File: src/rtl/reorder_buffer.sv
`default_nettype none
// ============================================================================
// Module      : reorder_buffer
// Description : Tomasulo reorder buffer for the out-of-order RV32I core.
//               Allocates one tag per issued instruction at the tail,
//               captures results from two CDB ports, answers reservation
//               station operand lookups and retires completed entries in
//               program order from the head, at most one per cycle.
//
//               Ports:
//                 clock, reset              - clock, synchronous active-high reset
//                 alloc_valid/alloc_dest    - issue request and its destination
//                 alloc_ready/alloc_tag     - room available / tag handed out
//                 CDBiscast/CDBrobNum/CDBdata      - CDB port 1
//                 CDBiscast2/CDBrobNum2/CDBdata2   - CDB port 2
//                 index -> ready/value      - operand lookup
//                 commit_valid/tag/dest/data - registered retire outputs
//
//               Optional feature macro: ROB_CDB_BYPASS_EN
//                 When defined, the operand lookup also forwards the CDB
//                 results presented in the current cycle.
// Revision    : 1.0 - initial release
// ============================================================================
module reorder_buffer #(
    parameter int DEPTH       = 16,
    parameter int TAG_W       = 6,
    parameter int INVALID_TAG = 16,
    parameter int DATA_W      = 32,
    parameter int REG_W       = 5
) (
    input  logic              clock,
    input  logic              reset,
    input  logic              alloc_valid,
    input  logic [REG_W-1:0]  alloc_dest,
    output logic              alloc_ready,
    output logic [TAG_W-1:0]  alloc_tag,
    input  logic              CDBiscast,
    input  logic [TAG_W-1:0]  CDBrobNum,
    input  logic [DATA_W-1:0] CDBdata,
    input  logic              CDBiscast2,
    input  logic [TAG_W-1:0]  CDBrobNum2,
    input  logic [DATA_W-1:0] CDBdata2,
    input  logic [TAG_W-1:0]  index,
    output logic              ready,
    output logic [DATA_W-1:0] value,
    output logic              commit_valid,
    output logic [TAG_W-1:0]  commit_tag,
    output logic [REG_W-1:0]  commit_dest,
    output logic [DATA_W-1:0] commit_data
);

    localparam int                 c_PTR_W     = $clog2(DEPTH);
    localparam int                 c_CNT_W     = $clog2(DEPTH + 1);
    localparam logic [TAG_W-1:0]   c_DEPTH_TAG = TAG_W'(DEPTH);
    localparam logic [TAG_W-1:0]   c_INVALID   = TAG_W'(INVALID_TAG);
    localparam logic [c_PTR_W-1:0] c_LAST_PTR  = c_PTR_W'(DEPTH - 1);
    localparam logic [c_CNT_W-1:0] c_DEPTH_CNT = c_CNT_W'(DEPTH);

    // Per-entry state
    logic [DEPTH-1:0]   r_busy;
    logic [DEPTH-1:0]   r_done;
    logic [REG_W-1:0]   r_dest [DEPTH];
    logic [DATA_W-1:0]  r_data [DEPTH];

    logic [c_PTR_W-1:0] r_head;
    logic [c_PTR_W-1:0] r_tail;
    logic [c_CNT_W-1:0] r_count;

    logic               r_commit_valid;
    logic [TAG_W-1:0]   r_commit_tag;
    logic [REG_W-1:0]   r_commit_dest;
    logic [DATA_W-1:0]  r_commit_data;

    logic               w_alloc_fire;
    logic               w_commit_fire;
    logic [c_PTR_W-1:0] w_head_next;
    logic [c_PTR_W-1:0] w_tail_next;
    logic [c_PTR_W-1:0] w_cdb1_ptr;
    logic [c_PTR_W-1:0] w_cdb2_ptr;
    logic [c_PTR_W-1:0] w_idx_ptr;
    logic               w_cdb1_hit;
    logic               w_cdb2_hit;
    logic               w_idx_in_range;

    assign w_cdb1_ptr     = CDBrobNum[c_PTR_W-1:0];
    assign w_cdb2_ptr     = CDBrobNum2[c_PTR_W-1:0];
    assign w_idx_ptr      = index[c_PTR_W-1:0];
    assign w_idx_in_range = (index < c_DEPTH_TAG);

    // Out-of-range tags are screened before the narrowed pointer is used.
    assign w_cdb1_hit = CDBiscast  && (CDBrobNum  < c_DEPTH_TAG) && r_busy[w_cdb1_ptr];
    assign w_cdb2_hit = CDBiscast2 && (CDBrobNum2 < c_DEPTH_TAG) && r_busy[w_cdb2_ptr];

    assign alloc_ready   = (r_count < c_DEPTH_CNT);
    assign alloc_tag     = alloc_ready ? TAG_W'(r_tail) : c_INVALID;
    assign w_alloc_fire  = alloc_valid && alloc_ready;
    assign w_commit_fire = r_busy[r_head] && r_done[r_head];

    assign w_head_next = (r_head == c_LAST_PTR) ? '0 : r_head + 1'b1;
    assign w_tail_next = (r_tail == c_LAST_PTR) ? '0 : r_tail + 1'b1;

    always_ff @(posedge clock) begin
        if (reset) begin
            r_busy         <= '0;
            r_done         <= '0;
            r_head         <= '0;
            r_tail         <= '0;
            r_count        <= '0;
            r_commit_valid <= 1'b0;
            r_commit_tag   <= c_INVALID;
            r_commit_dest  <= '0;
            r_commit_data  <= '0;
        end else begin
            // Port 2 is written first so port 1 overrides on a tag collision.
            if (w_cdb2_hit) begin
                r_done[w_cdb2_ptr] <= 1'b1;
                r_data[w_cdb2_ptr] <= CDBdata2;
            end
            if (w_cdb1_hit) begin
                r_done[w_cdb1_ptr] <= 1'b1;
                r_data[w_cdb1_ptr] <= CDBdata;
            end

            r_commit_valid <= w_commit_fire;
            if (w_commit_fire) begin
                r_commit_tag       <= TAG_W'(r_head);
                r_commit_dest      <= r_dest[r_head];
                r_commit_data      <= r_data[r_head];
                r_busy[r_head]     <= 1'b0;
                r_done[r_head]     <= 1'b0;
                r_head             <= w_head_next;
            end

            // Tail never equals a busy head here, since alloc is refused when full.
            if (w_alloc_fire) begin
                r_busy[r_tail] <= 1'b1;
                r_done[r_tail] <= 1'b0;
                r_dest[r_tail] <= alloc_dest;
                r_data[r_tail] <= '0;
                r_tail         <= w_tail_next;
            end

            case ({w_alloc_fire, w_commit_fire})
                2'b10:   r_count <= r_count + 1'b1;
                2'b01:   r_count <= r_count - 1'b1;
                default: r_count <= r_count;
            endcase
        end
    end

    assign commit_valid = r_commit_valid;
    assign commit_tag   = r_commit_tag;
    assign commit_dest  = r_commit_dest;
    assign commit_data  = r_commit_data;

    // Operand lookup
    always_comb begin
        ready = 1'b0;
        value = '0;
        if (w_idx_in_range && r_busy[w_idx_ptr] && r_done[w_idx_ptr]) begin
            ready = 1'b1;
            value = r_data[w_idx_ptr];
        end
`ifdef ROB_CDB_BYPASS_EN
        // Same-cycle forwarding; port 1 is checked last so it takes priority.
        if (w_idx_in_range && r_busy[w_idx_ptr]) begin
            if (CDBiscast2 && (CDBrobNum2 == index)) begin
                ready = 1'b1;
                value = CDBdata2;
            end
            if (CDBiscast && (CDBrobNum == index)) begin
                ready = 1'b1;
                value = CDBdata;
            end
        end
`else
        // Lookup reflects registered state only; CDB results appear a cycle later.
`endif
    end

endmodule
`default_nettype wire

File: config.mk
export PLATFORM = sky130hd
export DESIGN_NAME = reorder_buffer
export DESIGN_NICKNAME = d
export VERILOG_FILES = /design/src/rtl/reorder_buffer.sv
export SDC_FILE = /design/constraint.sdc
export NUM_CORES = 2
export LEC_CHECK = 0
export ABC_AREA = 0
export BUFFER_PORTS_ARGS = -buffer_cell sky130_fd_sc_hd__buf_2
export CAP_MARGIN = 30
export CORE_ASPECT_RATIO = 1.4
export CORE_UTILIZATION = 54
export CTS_CLUSTER_DIAMETER = 30
export DETAILED_ROUTE_END_ITERATION = 8
export PLACE_DENSITY_LB_ADDON = 0.1
export SYNTH_ARGS = -nofsm -noshare
export SYNTH_HDL_FRONTEND = slang
export SYNTH_SLANG_ARGS = --single-unit
File: constraint.sdc
create_clock -name clock -period 4.1 [get_ports clock]
set_input_delay 0.82 -clock clock [delete_from_list [all_inputs] [get_ports clock]]
set_output_delay 0.82 -clock clock [all_outputs]
set_load 0.005 [all_outputs]
==> out/qor.csv <==
metric,value,unit
status,"finished, final reports clean",
pre-CTS setup slack,0.316,ns
I/O Buffers,173,
Sw Share,23.8,%
Fin Hold WS,0.432,ns
total of max-cap violations,0,
actual slew at the worst max-slew pin,1.09,ns
Worst VDD drop,0.434,mV
drt drc,0,
combinational power share,6.7,%
top-area cell type share of the netlist area,31.5,%
vias in the first global route,33700,
synth warn,0,
H-tree depth,4,
Final Non-Filler Cells,4704,
Core ar.,70100,µm²
fillers,5451,
largest family of logic cells by synthesized area,multiplexers,
routed wire length,159000,µm
first-pass GRT wire length,229000,µm
die height,317,µm
WL/cell,33.7,µm
register bit count reported by yosys,680,
Die Footprint,71800,µm²
post-synthesis adder-cell area fraction,0.360,%
CP Capture Type,output port,
placed insts,4439,
DRT antenna net count,0,
dominant cell type by area after synthesis,dfxtp_1,
Post-synth EDFFs,80,
Power Density,460,nW/µm²
clock power share,57.6,%
sequential area share after synthesis,37.7,%
post-synth cell types,89,
Compound-Gate Fraction of Synth Area,16.5,%
detailed-route via count,34500,
"Cell Area, Placed",40200,µm²
Initial DRT Pass Iterations,6,
Slew headroom,26.4,%
Worst Path Arrival,3.15,ns
final setup violation count,0,
initial antenna violation count,13,
clock period minus worst slack,3.97,ns
routability cong.,0.994,
IO Pins,176,
Pint,15.8,mW
crit path launch type,register,
Fin Setup TNS,0,ns
Final Slew Violations,0,
Seq pwr share,35.7,%
CTS Buf Count,137,
Fmax achieved,252,MHz
unrepaired setup endpoints after global routing,no,
fin crit share,96.8,%
CTS Buffer Depth,3,
Post-Syn Area,38200,µm²
Hold WC Path Type,primary input to register,
CP max FO,17,
area share of and/or/nand/nor cells after synthesis,10.0,%
area delta synth->final,18.3,%
Crit Path Class,register to output port,
"Hold Vio Cnt, Final",0,
gr usage total,44.4,%
Synth area leaders,"dfxtp_1 31%, mux4_2 19%, mux2i_1 11%, a211oi_1 7.3%, edfxtp_1 6.3%",
die width,227,µm
final worst slack,0.130,ns
Post-synth ARST share,0,%
Post-Layout Inst Area,45200,µm²
CP required,3.28,ns
mux cell area share after synthesis,29.9,%
Most used DFF post-synth,dfxtp_1,
share of post-route cells with drive strength above 1,25.4,%
CTS tree,yes,
largest net degree at the start of global routing,101,
Clock transition at path regs,0.05,ns
CTS root buf,clkbuf_16,
GRT overflow,0,
LEAKAGE,17.1,nW
std cell rows,115,
initial drt markers,4615,
post-synthesis xor/xnor area fraction,0.161,%
Avg Synthesized Cell Area,10.5,µm²
Switch Pwr,4.95,mW
cells after synthesis,3629,
"Hold-fix buffers, CTS",0,
worst-skew pair later-pin latency,0.75,ns
Setup Skew,0.0329,ns
detail-routed via count per cell,7.34,
Initial Utilization,54.5,%
DP HPWL,93800,µm
Final nets,3747,
CTS sink count,680,
-- through the flow --
step | power, mW | utilization [%]
after floorplan | 8.41 | -
after global placement | 8.80 | 57.4
after detailed placement | 8.87 | 57.4
after CTS | 20.8 | 64.4
after global routing | 21.3 | 64.5
final | 20.8 | 64.5
-- registers in the layout (all words and copies together) (netlist names) --
name,count
commit_dest,5
r_tail,4
r_data,512
r_done,16
r_head,4
commit_data,32
r_dest,80
r_count,5
r_busy,16
commit_tag,5
commit_valid,1
-- logic make-up (layout without fill, tap and decap cells) --
| logic type | after synthesis | count (layout) |
|---|---|---|
| XOR/XNOR | 7 | 7 |
| adder cells (fa/ha/maj) | 11 | 11 |
| buffers and inverters | 466 | 596 |
| AO/OA/AOI/OAI | 875 | 875 |
| AND/OR/NAND/NOR | 843 | 843 |
| flip-flops | 680 | 680 |
| multiplexers | 746 | 746 |
| other | 1 | 10 |
-- cell type report --
class	count	area, µm²	area share, %
Tap cell	936	1170	2.59
Clock inverter	75	1040	2.30
Timing Repair Buffer	313	2450	5.42
Antenna cell	8	20.0	0.0443
Clock buffer	180	3900	8.63
Sequential cell	680	14400	31.9
Inverter	28	105	0.233
Multi-Input combinational cell	2484	22100	48.9
-- path summary, 6_finish.rpt --
kind                   from  slack [ns]  cells after the start              to
max              r_busy[15]        0.13                      7        value[9]
min                   reset        0.43                      2      r_count[1]
max reg2reg       r_head[2]        0.59                     13      r_count[4]
min reg2reg  commit_dest[4]        0.46                      2  commit_dest[4]
-- metal layers --
layer	up-vias	global-route usage [%]	wire, µm
met4	14	35.2	14100
li1	13900	-	-
met5	-	0.202	87
met2	2910	65.9	69400
met3	850	13.8	20000
met1	16800	53.3	54800
-- worst max-delay path, cell delays in order (launching register included) --
cell and delay, ns:
dfxtp_1 0.48, nand2_1 0.15, mux4_2 0.49, o22a_1 0.22, a311o_2 0.50, buf_12 0.24, nor2b_1 0.15, buf_2 0.13
-- what timing repair did --
| item | 4_1_cts | 5_1_grt |
|---|---|---|
| setup buffers | 1 | 0 |
| endpoints found under the setup margin | 2 | 0 |
| resized for setup | 0 | 0 |
-- synthesized netlist by cell type (37+ instances only) --
cell      count
a21o_1       40
nor2_1      442
o21ai_0     111
buf_1        57
nand2_1     159
dfxtp_1     600
clkbuf_1    255
buf_2        96
nand3_1      74
a21oi_1      91
edfxtp_1     80
a211oi_1    370
a22o_1       37
mux4_2      315
a31oi_1      46
mux2i_1     427
nor2b_1      50
a22oi_1      75
-- power by group through the flow --
stage	registers (mW)	logic, mW	clock network (mW)
final	7.42	1.39	12.0
after global routing	7.44	1.48	12.3
after CTS	7.39	1.37	12.0
after detailed placement	7.52	1.36	0
after global placement	7.50	1.31	0
after floorplan	7.39	1.02	0
-- cell usage in the layout (no fill, tap or decap), types with 20 or more instances in the layout --
cell       Yosys  routed
clkbuf_16      0     144
o21ai_0      111     111
nor2b_1       50      48
a31oi_1       46      46
buf_4         20     100
inv_1         28      27
a21oi_1       91      89
nand3_1       74      66
nor2_1       442     428
a22o_1        37      37
buf_2         96     169
edfxtp_1      80      80
a211oi_2      20      20
bufinv_16      0      21
clkbuf_1     255      20
a22oi_1       75      75
mux2i_1      427     427
a211oi_1     370     370
buf_12         2      41
dfxtp_1      600     598
nand2_1      159     153
a21o_1        40      40
mux4_2       315     315
No activity file was read; power rests on OpenSTA's default activity.
